File: src/rtl/ecc_uart_pkg.sv
// ----------------------------------------------------------------------------
// ecc_uart_pkg
//
// Shared definitions for the buffered Hamming(7,4) UART transmitter.
//   tx_state_t        serialiser FSM states (IDLE, START, DATA, STOP)
//   DATA_BITS         data bits per UART frame
//   hamming74_encode  nibble -> 7-bit codeword {d3,d2,d1,p3,d0,p2,p1}
//                     (bit 0 of the result is p1)
// ----------------------------------------------------------------------------
package ecc_uart_pkg;

    typedef enum logic [1:0] {
        IDLE  = 2'd0,
        START = 2'd1,
        DATA  = 2'd2,
        STOP  = 2'd3
    } tx_state_t;

    localparam int DATA_BITS = 8;

    // Classic Hamming(7,4): parity bits sit at the power-of-two positions
    // (1, 2, 4) of the 1-based codeword, data bits fill the rest.
    function automatic logic [6:0] hamming74_encode(input logic [3:0] d);
        logic p1;
        logic p2;
        logic p3;
        p1 = d[0] ^ d[1] ^ d[3];
        p2 = d[0] ^ d[2] ^ d[3];
        p3 = d[1] ^ d[2] ^ d[3];
        return {d[3], d[2], d[1], p3, d[0], p2, p1};
    endfunction

endpackage

File: src/rtl/ecc_uart_fifo.sv
// ----------------------------------------------------------------------------
// ecc_uart_fifo
//
// Small synchronous FIFO holding encoded codeword bytes between the nibble
// handshake and the UART serialiser. Read data is presented combinationally
// from the head entry (first-word fall-through), so a pop consumes the value
// that is visible in the same cycle.
//
// Parameters:
//   DEPTH  entries, power of two (2..16)
//   WIDTH  bits per entry
//
// Ports:
//   clk      clock, rising edge
//   rst      synchronous reset, active-high; empties the FIFO
//   push     write wr_data this cycle (ignored when full)
//   wr_data  entry to write
//   pop      consume the head entry this cycle (ignored when empty)
//   rd_data  head entry
//   full     no free entries
//   empty    no valid entries
//   level    current occupancy, 0..DEPTH
// ----------------------------------------------------------------------------
module ecc_uart_fifo #(
    parameter int unsigned DEPTH = 4,
    parameter int unsigned WIDTH = 8
) (
    input  logic                     clk,
    input  logic                     rst,
    input  logic                     push,
    input  logic [WIDTH-1:0]         wr_data,
    input  logic                     pop,
    output logic [WIDTH-1:0]         rd_data,
    output logic                     full,
    output logic                     empty,
    output logic [$clog2(DEPTH):0]   level
);

    localparam int unsigned PTR_W = $clog2(DEPTH);
    localparam int unsigned LVL_W = PTR_W + 1;

    logic [WIDTH-1:0] mem [DEPTH];
    logic [PTR_W-1:0] wr_ptr;
    logic [PTR_W-1:0] rd_ptr;
    logic             do_push;
    logic             do_pop;

    // Guard against overflow/underflow so an illegal request cannot move
    // pointers or the level out of step with the stored data.
    assign do_push = push && !full;
    assign do_pop  = pop && !empty;

    assign full    = (level == LVL_W'(DEPTH));
    assign empty   = (level == '0);
    assign rd_data = mem[rd_ptr];

    // NOTE: the storage array is deliberately left out of reset; emptiness is
    // tracked by the pointers and level, so stale contents are never read.
    // NOTE: sequential state is written with non-blocking assignments so every
    // register samples pre-edge values regardless of statement order.
    always_ff @(posedge clk) begin
        if (do_push) begin
            mem[wr_ptr] <= wr_data;
        end
    end

    // Pointers are exactly log2(DEPTH) bits wide, so incrementing them wraps
    // modulo DEPTH without extra logic.
    always_ff @(posedge clk) begin
        if (rst) begin
            wr_ptr <= '0;
            rd_ptr <= '0;
            level  <= '0;
        end else begin
            if (do_push) begin
                wr_ptr <= wr_ptr + PTR_W'(1);
            end
            if (do_pop) begin
                rd_ptr <= rd_ptr + PTR_W'(1);
            end
            // Simultaneous push and pop leaves the level unchanged.
            case ({do_push, do_pop})
                2'b10:   level <= level + LVL_W'(1);
                2'b01:   level <= level - LVL_W'(1);
                default: level <= level;
            endcase
        end
    end

endmodule

File: src/rtl/ecc_uart_tx.sv
// ----------------------------------------------------------------------------
// ecc_uart_tx
//
// Buffered Hamming(7,4) encoder feeding a UART transmitter. Nibbles arrive on
// a valid/ready handshake, are encoded into one byte each, queued in a small
// FIFO and shifted out back-to-back as 8N1 / 8N2 frames, LSB first.
//
// Build option:
//   ECC_UART_TX_SECDED_EN  when defined, byte[7] is the XOR of byte[6:0]
//                          (extended Hamming / SECDED, even overall parity);
//                          when undefined, byte[7] is 0. Ports and timing are
//                          identical in both builds.
//
// Parameters:
//   CLKS_PER_BIT  clocks per UART bit (2..65535)
//   FIFO_DEPTH    codeword FIFO entries, power of two (2..16)
//   STOP_BITS     stop bits per frame (1 or 2)
//
// Ports:
//   clk         clock, rising edge
//   rst         synchronous reset, active-high; aborts any frame in flight
//               and discards queued codewords
//   in_valid    nibble offered
//   in_ready    a nibble can be accepted this cycle (FIFO not full)
//   in_data     nibble d3..d0
//   tx          UART serial line, idle high
//   tx_busy     high while a frame is being shifted (START..STOP)
//   frame_done  one-cycle pulse on the last clock of the final stop bit
//   fifo_level  current FIFO occupancy
// ----------------------------------------------------------------------------
module ecc_uart_tx
    import ecc_uart_pkg::*;
#(
    parameter int unsigned CLKS_PER_BIT = 16,
    parameter int unsigned FIFO_DEPTH   = 4,
    parameter int unsigned STOP_BITS    = 1
) (
    input  logic                          clk,
    input  logic                          rst,
    input  logic                          in_valid,
    output logic                          in_ready,
    input  logic [3:0]                    in_data,
    output logic                          tx,
    output logic                          tx_busy,
    output logic                          frame_done,
    output logic [$clog2(FIFO_DEPTH):0]   fifo_level
);

    // One counter serves both the per-bit period and the (possibly longer)
    // stop period, so it is sized for the larger of the two.
    localparam int unsigned CNT_W = $clog2(CLKS_PER_BIT * STOP_BITS);
    localparam logic [CNT_W-1:0] BIT_LAST  = CNT_W'(CLKS_PER_BIT - 1);
    localparam logic [CNT_W-1:0] STOP_LAST = CNT_W'(CLKS_PER_BIT * STOP_BITS - 1);
    localparam logic [2:0]       LAST_IDX  = 3'(DATA_BITS - 1);

    // ------------------------------------------------------------------
    // Encoder
    // ------------------------------------------------------------------
    logic [6:0]           code7;
    logic [DATA_BITS-1:0] enc_byte;

    // NOTE: every signal driven here is assigned on every pass through the
    // block, so no latch can be inferred.
    always_comb begin
        code7 = hamming74_encode(in_data);
`ifdef ECC_UART_TX_SECDED_EN
        enc_byte = {^code7, code7};
`else
        enc_byte = {1'b0, code7};
`endif
    end

    // ------------------------------------------------------------------
    // Codeword FIFO
    // ------------------------------------------------------------------
    tx_state_t            state;
    logic                 fifo_push;
    logic                 fifo_pop;
    logic                 fifo_full;
    logic                 fifo_empty;
    logic [DATA_BITS-1:0] fifo_rd_data;

    // in_ready only reflects the current fill level; it does not look ahead
    // to a pop happening in the same cycle.
    assign in_ready  = !fifo_full;
    assign fifo_push = in_valid && in_ready;
    // The head entry is consumed on the edge where the FSM leaves IDLE.
    assign fifo_pop  = (state == IDLE) && !fifo_empty;

    ecc_uart_fifo #(
        .DEPTH (FIFO_DEPTH),
        .WIDTH (DATA_BITS)
    ) u_fifo (
        .clk     (clk),
        .rst     (rst),
        .push    (fifo_push),
        .wr_data (enc_byte),
        .pop     (fifo_pop),
        .rd_data (fifo_rd_data),
        .full    (fifo_full),
        .empty   (fifo_empty),
        .level   (fifo_level)
    );

    // ------------------------------------------------------------------
    // Serialiser FSM
    // ------------------------------------------------------------------
    logic [CNT_W-1:0]     baud_cnt;
    logic [2:0]           bit_idx;
    logic [DATA_BITS-1:0] shreg;

    // The line outputs are registered from the current state, so the
    // waveform on tx trails the state register by one clock. Every frame is
    // shifted by the same amount, which keeps frame lengths and the single
    // idle clock between back-to-back frames intact.
    always_ff @(posedge clk) begin
        if (rst) begin
            state      <= IDLE;
            baud_cnt   <= '0;
            bit_idx    <= '0;
            shreg      <= '0;
            tx         <= 1'b1;
            tx_busy    <= 1'b0;
            frame_done <= 1'b0;
        end else begin
            tx_busy    <= (state != IDLE);
            frame_done <= (state == STOP) && (baud_cnt == STOP_LAST);

            case (state)
                START:   tx <= 1'b0;
                DATA:    tx <= shreg[0];
                default: tx <= 1'b1;
            endcase

            case (state)
                IDLE: begin
                    baud_cnt <= '0;
                    bit_idx  <= '0;
                    if (!fifo_empty) begin
                        shreg <= fifo_rd_data;
                        state <= START;
                    end
                end

                START: begin
                    if (baud_cnt == BIT_LAST) begin
                        baud_cnt <= '0;
                        state    <= DATA;
                    end else begin
                        baud_cnt <= baud_cnt + CNT_W'(1);
                    end
                end

                DATA: begin
                    if (baud_cnt == BIT_LAST) begin
                        baud_cnt <= '0;
                        // Shift right so the next bit (LSB first) is at [0].
                        shreg    <= {1'b0, shreg[DATA_BITS-1:1]};
                        if (bit_idx == LAST_IDX) begin
                            state <= STOP;
                        end else begin
                            bit_idx <= bit_idx + 3'd1;
                        end
                    end else begin
                        baud_cnt <= baud_cnt + CNT_W'(1);
                    end
                end

                STOP: begin
                    if (baud_cnt == STOP_LAST) begin
                        baud_cnt <= '0;
                        state    <= IDLE;
                    end else begin
                        baud_cnt <= baud_cnt + CNT_W'(1);
                    end
                end

                default: state <= IDLE;
            endcase
        end
    end

endmodule

File: config.mk
export PLATFORM = sky130hd
export DESIGN_NAME = ecc_uart_tx
export DESIGN_NICKNAME = d
export VERILOG_FILES = /design/src/rtl/ecc_uart_pkg.sv /design/src/rtl/ecc_uart_fifo.sv /design/src/rtl/ecc_uart_tx.sv
export SDC_FILE = /design/constraint.sdc
export NUM_CORES = 1
export LEC_CHECK = 0
export BUFFER_PORTS_ARGS = -buffer_cell sky130_fd_sc_hd__buf_2
export CAP_MARGIN = 20
export CORE_MARGIN = 10
export CORE_UTILIZATION = 55
export DETAILED_ROUTE_END_ITERATION = 10
export PLACE_DENSITY = 0.73
export SLEW_MARGIN = 20
export SYNTH_ARGS = -nofsm -noshare
export SYNTH_HDL_FRONTEND = slang
export SYNTH_SLANG_ARGS = --single-unit
File: constraint.sdc
create_clock -name clk -period 3 [get_ports clk]
set_input_delay 0.3 -clock clk [delete_from_list [all_inputs] [get_ports clk]]
set_output_delay 0.3 -clock clk [all_outputs]
set_load 0.05 [all_outputs]
==> results by group, run 1 <==
Yosys
  • Area contributors post-synth: edfxtp_1, dfxtp_1, ha_1
  • Synth Register Bits: 56
  • Seq/Total Area, Yosys: 57.1%
  • Most used flip-flop cell after synthesis: edfxtp_1
  • EDFF count, synth: 28
  • Count of cell types in the netlist: 37
  • Post-Synthesis Cells: 183
  • Post-Syn Nets: 204
  • Post-synth top cells: dfxtp_1, edfxtp_1, nor2_1, ha_1, mux2i_1
  • Top cell type by total area after synthesis: edfxtp_1
  • Post-synth top area share: 34.3%
  • Syn. warnings: 0
  • Mapped cell area: 2450 µm²
  • Asr flop ratio synth: 0%
  • Avg Cell Area, Syn: 13.4 µm²

Critical path
  • Critical Setup Path Class: reg2reg
  • Crit Reg-Reg Startpoint: u_fifo.level[2]$_SDFFE_PP0P_
  • Setup crit end kind: register
  • Crit start category: register
  • Cells on worst reg2reg path: 9
  • Critical path fanouts, max: 6
  • Setup crit start: u_fifo.level[2]$_SDFFE_PP0P_
  • Crit path DAT: 2.63 ns
  • Worst EP required: 3.24 ns

GRT
  • Vias in the first global route: 1,423
  • Pin count of the biggest net entering global routing: 26
  • First-pass GRT wire length: 6640 µm
  • GRT Total Usage: 11.1%
  • Initial antenna violation count: 0
  • Gr ovfl total: 0

Clock network
  • Post-CTS Resized: 0
  • Post CTS Setup Buffer Count: 0
  • Clock Latency Late Sink: 0.32 ns
  • Longest Clk Path Bufs: 2
  • TritonCTS clock tree: yes
  • Cts hold-fix bufs: 0
  • Root buffer cell: clkbuf_8
  • CTS sink count: 56
  • CTS H-tree lvls: 2
  • CTS clk-pin slew, worst paths: 0.10 ns
  • TritonCTS buffer count: 5

Routing
  • Iter 0 DRT Violations: 108
  • Mean routed wirelength per cell: 15.5 µm
  • DR vias/cell: 5.43
  • DRT antenna net count: 0
  • Pre-antenna DRT Iters: 4
  • DRC: 0
  • WL final: 3860 µm
  • DR vias: 1,353

STA
  • Max frequency: 419 MHz
  • Min Tclk post-route: 2.39 ns
  • Setup TNS: 0 ns
  • Max-slew violation count: 0
  • Fin crit share: 79.6%
  • Worst slew pin tran: 0.692 ns
  • Finish-stage setup viols: 0
  • Max-slew headroom: 53.9%
  • Final Hold Fails: 0
  • RSZ-0062 raised after global routing: false
  • Skew final: 0.00897 ns

Floorplan
  • Die height: 86.8 µm
  • Num rows: 24
  • Core area: 4320 µm²
  • Starting Density: 56.7%
  • Die Width: 86.8 µm
  • I/O pins: 14
  • Die Area: 7530 µm²

Hold path
  • Depth of the worst hold-timing path: 1
  • Tightest Hold Check Type: in2reg
  • HP Start: in_data[2]

Cells and area
  • Layout fillers: 354
  • Final Util: 60.9%
  • Layout cells sized above 1: 20.8%
  • Nets@finish: 217
  • Antenna cell count: 0
  • Area growth syn-to-layout: 7.34%

Job
  • MaxCap Viol Count: 0

Placement
  • Detail Placement HPWL: 2830 µm
  • GP Congestion: 0.714
  • Number of I/O port buffers: 13

Outcome
  • Status: finished, final reports clean

Pwr
  • P_leak: 0.958 nW
  • Cell Pwr Density: 826 nW/µm²
  • Peak supply drop: 472 µV
layout make-up:
type	instances	area, µm²	area share, %
sequential	56	1400	53.2
multi-input combinational	111	973	37.0
clock buffer	5	68.8	2.61
timing repair buffer	13	65.1	2.47
tap	52	65.1	2.47
inverter	9	33.8	1.28
clock inverter	3	26.3	0.998
flip-flops by register name (all words and copies together) (netlist names), named ones only:
name           flops
u_fifo.rd_ptr      2
tx_busy            1
u_fifo.wr_ptr      2
frame_done         1
shreg              7
u_fifo.level       3
tx                 1
baud_cnt           4
u_fifo.mem        28
state              2
bit_idx            3
path summary, 6_finish.rpt:
| path | to | slack (ns) |
|---|---|---|
| setup / recovery | u_fifo.level[2]$_SDFFE_PP0P_ | 0.61 |
| hold / removal | u_fifo.mem[3][5]$_DFFE_PP_ | 0.21 |
| setup reg to reg | u_fifo.level[2]$_SDFFE_PP0P_ | 0.61 |
| hold reg to reg | baud_cnt[0]$_SDFF_PP0_ | 0.48 |
through the flow:
stage	hold WS [ns]	cell area, µm²	setup slack (ns)	total power, mW	std cells
after global routing	0.213	2630	0.490	2.32	249
after detailed placement	0.468	2540	0.631	1.77	241
after floorplan	0.399	2450	0.306	1.65	183
after global placement	0.429	2540	0.746	1.73	241
after CTS	0.207	2630	0.602	2.20	249
final	0.213	2630	0.611	2.18	249
report_power, final:
| group | internal [mW] | switching (mW) | leakage, nW |
|---|---|---|---|
| Clock | 0.172 | 0.261 | 0.0491 |
| Sequential | 0.946 | 0.0931 | 0.486 |
| Combinational | 0.293 | 0.410 | 0.422 |
| Total | 1.41 | 0.765 | 0.958 |
per-layer routing:
metal	global-route usage [%]	wire (µm)
met4	3.68	45
met1	12.9	1700
met3	3.85	168
met2	18.6	1950
met5	0	0
cells in the final DEF, fill, tap and decap left out, drive strengths merged, types with 2 or more instances in the layout:
master / netlist / routed
buf: 3 / 13
ha: 13 / 13
xor2: 4 / 4
a211oi: 7 / 7
nor2: 23 / 23
xnor2: 8 / 8
a21oi: 4 / 4
clkbuf: 4 / 5
dfxtp: 28 / 28
and3: 5 / 5
nand2: 5 / 5
nor3b: 2 / 2
nand4: 2 / 2
or3: 2 / 2
nor3: 2 / 2
edfxtp: 28 / 28
inv: 9 / 11
and2: 3 / 3
nand3: 2 / 2
nand2b: 2 / 2
mux4: 7 / 7
mux2i: 11 / 11
logic make-up after synthesis:
| group | after synthesis | share of synthesized area (%) |
|---|---|---|
| AOI/OAI and AO/OA | 14 | 5.30 |
| xor gates and xnor gates | 12 | 4.28 |
| adders and majority gates | 14 | 7.45 |
| buffers and inverters | 16 | 3.21 |
| DFF | 56 | 57.1 |
| muxes | 19 | 11.4 |
| and+or+nand+nor | 52 | 11.3 |
worst max-delay path, stage by stage (launching register included):
cell     delay [ns]
dfxtp_1        0.42
or3b_4         0.44
and2_4         0.19
inv_2          0.05
ha_1           0.17
inv_1          0.06
fa_1           0.38
xor2_1         0.16
or3_1          0.31
a21oi_1        0.14
Power figures use the tool's default switching activity.
==> run 2: changes to the inputs <==
clock period = 2.5 ns   (was 3 ns; I/O delays follow)
==> run 2 against run 1 <==
Compared with the run above:
- count of clock-buffer cells in the layout unchanged
- die area unchanged
- final cell count up 0.80%
- first-iteration DRC count down 54%
- design area up 0.86%
- utilization up 0.52 points
- sequential cell count unchanged
- critical path type unchanged
- largest cell class unchanged
==> results by group, run 2 (synthesis gave the netlist of run 1 again) <==
STA
  • Skew final: 0.00340 ns
  • Max-slew violation count: 0
  • Min Tclk post-route: 2.32 ns
  • Max-slew headroom: 58.8%
  • RSZ-0062 raised after global routing: false
  • Worst slew pin tran: 0.617 ns
  • Final Hold Fails: 0
  • Finish-stage setup viols: 0
  • Setup TNS: 0 ns
  • Fin crit share: 92.8%
  • Max frequency: 431 MHz

Critical path
  • Slowest cell on crit path: or3b_4
  • Crit path cell chain: or3b_4, and2_4, inv_2, ha_1, inv_1, fa_1, xor2_1, or3_1, a21oi_2
  • Setup crit end kind: register
  • Worst EP required: 2.74 ns
  • Reg2reg setup slack: 0.18 ns
  • Critical path fanouts, max: 6
  • Crit start category: register
  • Crit path DAT: 2.56 ns
  • Critical Setup Path Class: reg2reg
  • Crit-path max cell delay: 0.43 ns

Routing
  • DRT antenna net count: 0
  • Iter 0 DRT Violations: 50
  • DRC: 0
  • DR vias/cell: 5.48
  • WL final: 3950 µm
  • Pre-antenna DRT Iters: 4
  • Mean routed wirelength per cell: 15.7 µm
  • DR vias: 1,376

Pwr
  • Pwr Total: 2.62 mW
  • P_leak: 0.961 nW
  • Cell Pwr Density: 986 nW/µm²
  • Peak supply drop: 633 µV

GRT
  • First-pass GRT wire length: 6560 µm
  • Pin count of the biggest net entering global routing: 26
  • GRT Total Usage: 11.0%
  • Vias in the first global route: 1,361
  • Gr ovfl total: 0
  • Initial antenna violation count: 0

Floorplan
  • Die Area: 7530 µm²
  • Num rows: 24
  • Starting Density: 56.7%
  • Die Width: 86.8 µm
  • Die height: 86.8 µm
  • I/O pins: 14
  • Core area: 4320 µm²

Clock network
  • CTS clk-pin slew, worst paths: 0.10 ns
  • TritonCTS buffer count: 5
  • CTS sink count: 56
  • Root buffer cell: clkbuf_8
  • Clock Latency Late Sink: 0.30 ns
  • Longest Clk Path Bufs: 2
  • TritonCTS clock tree: yes
  • CTS H-tree lvls: 2

Cells and area
  • Layout cells sized above 1: 23.6%
  • Nets@finish: 219
  • Final Util: 61.4%
  • Reg with most FFs: u_fifo.mem
  • Max FFs per register: 28
  • Commonest non-fill, non-tap cell in the layout: edfxtp_1
  • Area growth syn-to-layout: 8.26%
  • Layout fillers: 358
  • Antenna cell count: 0
  • Biggest regs: u_fifo.mem: 28 flops, shreg: 7 flops, baud_cnt: 4 flops
  • Commonest cells after routing, fill and taps aside: edfxtp_1, dfxtp_1, nor2_1, ha_1, buf_2
  • Design Area, Final: 2660 µm²

Placement
  • Detail Placement HPWL: 2940 µm
  • GP Congestion: 0.734
  • Number of I/O port buffers: 13
  • Placed Area: 2560 µm²

Outcome
  • Status: finished, final reports clean

Hold path
  • Tightest Hold Check Type: in2reg

Job
  • MaxCap Viol Count: 0
## run 2: cell type report
cell class | count | area, µm² | area share (%)
clock inverters | 3 | 23.8 | 0.895
inverters | 9 | 33.8 | 1.27
clock buffers | 5 | 68.8 | 2.59
flip-flops and latches | 56 | 1410 | 53.0
repair buffers | 15 | 80.1 | 3.01
multi-input cells | 111 | 977 | 36.8
well taps | 52 | 65.1 | 2.45
## run 2: power by group
group | internal [mW] | switching, mW
sequential | 1.14 | 0.112
combinational | 0.369 | 0.510
clock | 0.199 | 0.291
total | 1.71 | 0.913
## run 2: per-layer routing
layer	wire, µm	track usage (%)
met4	23	3.53
met2	2040	18.3
met3	117	3.38
met1	1760	13.2
met5	0	0
## run 2: worst max-delay path: cells and delay by family, from the launching register on
kind,cells,cell delay [ns]
buffers and inverters,2,0.12
adders and majority gates,2,0.54
DFF,1,0.36
AOI/OAI and AO/OA,1,0.13
xor gates and xnor gates,1,0.16
and+or+nand+nor,3,0.95
## run 2: repair_timing
item,4_1_cts,5_1_grt
gates resized for setup,0,1
buffers inserted,0,0
endpoints found under the setup margin,0,1
hold buffers,0,0
## run 2: final timing paths
kind,depth (start not counted),to,startpoint
worst max-delay path,9,u_fifo.level[2]$_SDFFE_PP0P_,u_fifo.level[1]$_SDFFE_PP0P_
worst min-delay path,1,u_fifo.mem[1][5]$_DFFE_PP_,in_data[2]
worst max register to register,9,u_fifo.level[2]$_SDFFE_PP0P_,u_fifo.level[1]$_SDFFE_PP0P_
worst min register to register,1,baud_cnt[0]$_SDFF_PP0_,baud_cnt[0]$_SDFF_PP0_
## run 2: through the flow
step | setup WS, ns | cells | hold WS, ns
after floorplan | 0.0794 | 183 | 0.349
after global placement | 0.293 | 243 | 0.430
after detailed placement | 0.209 | 243 | 0.457
after CTS | 0.182 | 251 | 0.169
after global routing | 0.0127 | 251 | 0.167
final | 0.179 | 251 | 0.184
==> run 3: changes to the inputs <==
CELL_PAD_IN_SITES_DETAIL_PLACEMENT = 2   (was unset)
CELL_PAD_IN_SITES_GLOBAL_PLACEMENT = 2   (was unset)
CORE_UTILIZATION = 42   (was 55)
PLACE_DENSITY = unset   (was 0.73)
PLACE_DENSITY_LB_ADDON = 0.1   (was unset)
==> run 3 against run 2 <==
Compared with the run above:
- sequential share of layout area down 0.37 points
- sequential cell count unchanged
- utilization down 13 points
- highest routed layer unchanged
- critical endpoint unchanged
- non-clock buffer count unchanged
- worst hold slack worse by 0.021 ns
- design area up 0.71%
- largest cell class unchanged
==> results by group, run 3 (synthesis gave the netlist of run 1 again) <==
Critical path
  • Slowest cell on crit path: or3b_4
  • Setup crit start: u_fifo.level[2]$_SDFFE_PP0P_
  • Reg2reg setup slack: 0.18 ns
  • Setup crit end kind: register
  • Critical Setup Path Class: reg2reg
  • Critical path fanouts, max: 6
  • Cells on worst reg2reg path: 9
  • Crit Reg-Reg Startpoint: u_fifo.level[2]$_SDFFE_PP0P_
  • Crit-path max cell delay: 0.42 ns
  • Crit path DAT: 2.57 ns
  • Crit start category: register
  • Crit path cell chain: or3b_4, and2_4, inv_2, ha_1, inv_1, fa_1, xor2_1, or3_1, a21oi_1
  • RR Endpoint: u_fifo.level[2]$_SDFFE_PP0P_
  • Worst Setup EP: u_fifo.level[2]$_SDFFE_PP0P_
  • Worst EP required: 2.75 ns

Routing
  • Iter 0 DRT Violations: 80
  • DRT antenna net count: 0
  • WL final: 5140 µm
  • Pre-antenna DRT Iters: 4
  • DR vias: 1,429
  • DRC: 0
  • Mean routed wirelength per cell: 19.0 µm
  • DR vias/cell: 5.27

GRT
  • GRT Total Usage: 12.3%
  • Vias in the first global route: 1,615
  • Pin count of the biggest net entering global routing: 26
  • Gr ovfl total: 0
  • First-pass GRT wire length: 8580 µm
  • Initial antenna violation count: 0

STA
  • RSZ-0062 raised after global routing: false
  • Fin crit share: 92.9%
  • Max frequency: 431 MHz
  • Skew final: 0.0121 ns
  • Worst slew pin tran: 0.557 ns
  • Setup TNS: 0 ns
  • Min Tclk post-route: 2.32 ns
  • Finish-stage setup viols: 0
  • Max-slew violation count: 0
  • PnR worst setup slack: 0.178 ns
  • Max-slew headroom: 62.9%
  • Final Hold Fails: 0

Clock network
  • Longest Clk Path Bufs: 2
  • Cts hold-fix bufs: 0
  • CTS sink count: 56
  • CTS H-tree lvls: 2
  • Post-CTS Resized: 0
  • Root buffer cell: clkbuf_8
  • TritonCTS buffer count: 5
  • Clock Latency Late Sink: 0.32 ns
  • CTS clk-pin slew, worst paths: 0.10 ns
  • Post CTS Setup Buffer Count: 0
  • TritonCTS clock tree: yes

Cells and area
  • Nets@finish: 219
  • Max FFs per register: 28
  • Antenna cell count: 0
  • Biggest regs: u_fifo.mem: 28 flops, shreg: 7 flops, baud_cnt: 4 flops
  • Area growth syn-to-layout: 9.03%
  • Commonest cells after routing, fill and taps aside: edfxtp_1, dfxtp_1, nor2_1, ha_1, buf_2
  • Commonest non-fill, non-tap cell in the layout: edfxtp_1
  • Reg with most FFs: u_fifo.mem
  • Layout cells sized above 1: 23.1%

Hold path
  • Tightest Hold Check Type: in2reg

Job
  • MaxCap Viol Count: 0

Placement
  • Detail Placement HPWL: 3840 µm
  • GP Congestion: 0.758
  • DP Worst Slack: 0.189 ns
  • Number of I/O port buffers: 13

Floorplan
  • I/O pins: 14
  • Num rows: 27
  • Die height: 96.4 µm
  • Core area: 5570 µm²
  • Die Width: 96.4 µm
  • Die Area: 9300 µm²
  • Starting Density: 44.0%

Outcome
  • Status: finished, final reports clean

Pwr
  • P_leak: 0.965 nW
  • Peak supply drop: 413 µV
  • Pwr Total: 2.67 mW
  • Cell Pwr Density: 998 nW/µm²
## run 3: worst min path at each step
| stage | startpoint | end | cells past startpoint |
|---|---|---|---|
| 5_1_grt | in_data[2] | u_fifo.mem[3][5]$_DFFE_PP_ | 1 |
| 2_1_floorplan | in_data[0] | u_fifo.mem[0][2]$_DFFE_PP_ | 0 |
| 4_1_cts | in_data[2] | u_fifo.mem[0][5]$_DFFE_PP_ | 1 |
| 6_report | in_data[2] | u_fifo.mem[0][5]$_DFFE_PP_ | 1 |
| 3_3_place_gp | baud_cnt[0]$_SDFF_PP0_ | baud_cnt[0]$_SDFF_PP0_ | 1 |
| 3_5_place_dp | baud_cnt[0]$_SDFF_PP0_ | baud_cnt[0]$_SDFF_PP0_ | 1 |
## run 3: worst max-delay path, delay by kind of cell, from the launching register on
family | cells | cell delay (ns)
xor gates and xnor gates | 1 | 0.16
and+or+nand+nor | 3 | 0.92
AOI/OAI and AO/OA | 1 | 0.14
buffers and inverters | 2 | 0.11
DFF | 1 | 0.39
adders and majority gates | 2 | 0.54
## run 3: area by class of cell
cell class	count	area (µm²)
fill	549	2900
sequential	56	1410
clock inverter	2	16.3
timing repair buffer	15	80.1
inverter	9	33.8
tap	72	90.1
clock buffer	6	73.8
multi-input combinational	111	973
## run 3: per-layer routing
metal	GRT usage (%)	up-vias	part of all wire (%)
li1	-	676	-
met1	14.2	729	45
met2	21.1	18	51
met3	3.47	6	3.1
met4	4.60	0	1.3
met5	0	-	0
## run 3: through the flow
step	util [%]	area, µm²	hold slack (ns)	std cells
finish	48.0	2680	0.163	271
floorplan	-	2460	0.349	183
detailed placement	46.4	2580	0.452	263
CTS	48.0	2680	0.157	271
global route	48.0	2680	0.170	271
global placement	46.4	2580	0.429	263
## run 3: power by group
group	internal (mW)	switching, mW	total (mW)	leakage [nW]
clock	0.204	0.304	0.508	0.0444
combinational	0.370	0.530	0.899	0.432
sequential	1.14	0.124	1.26	0.488
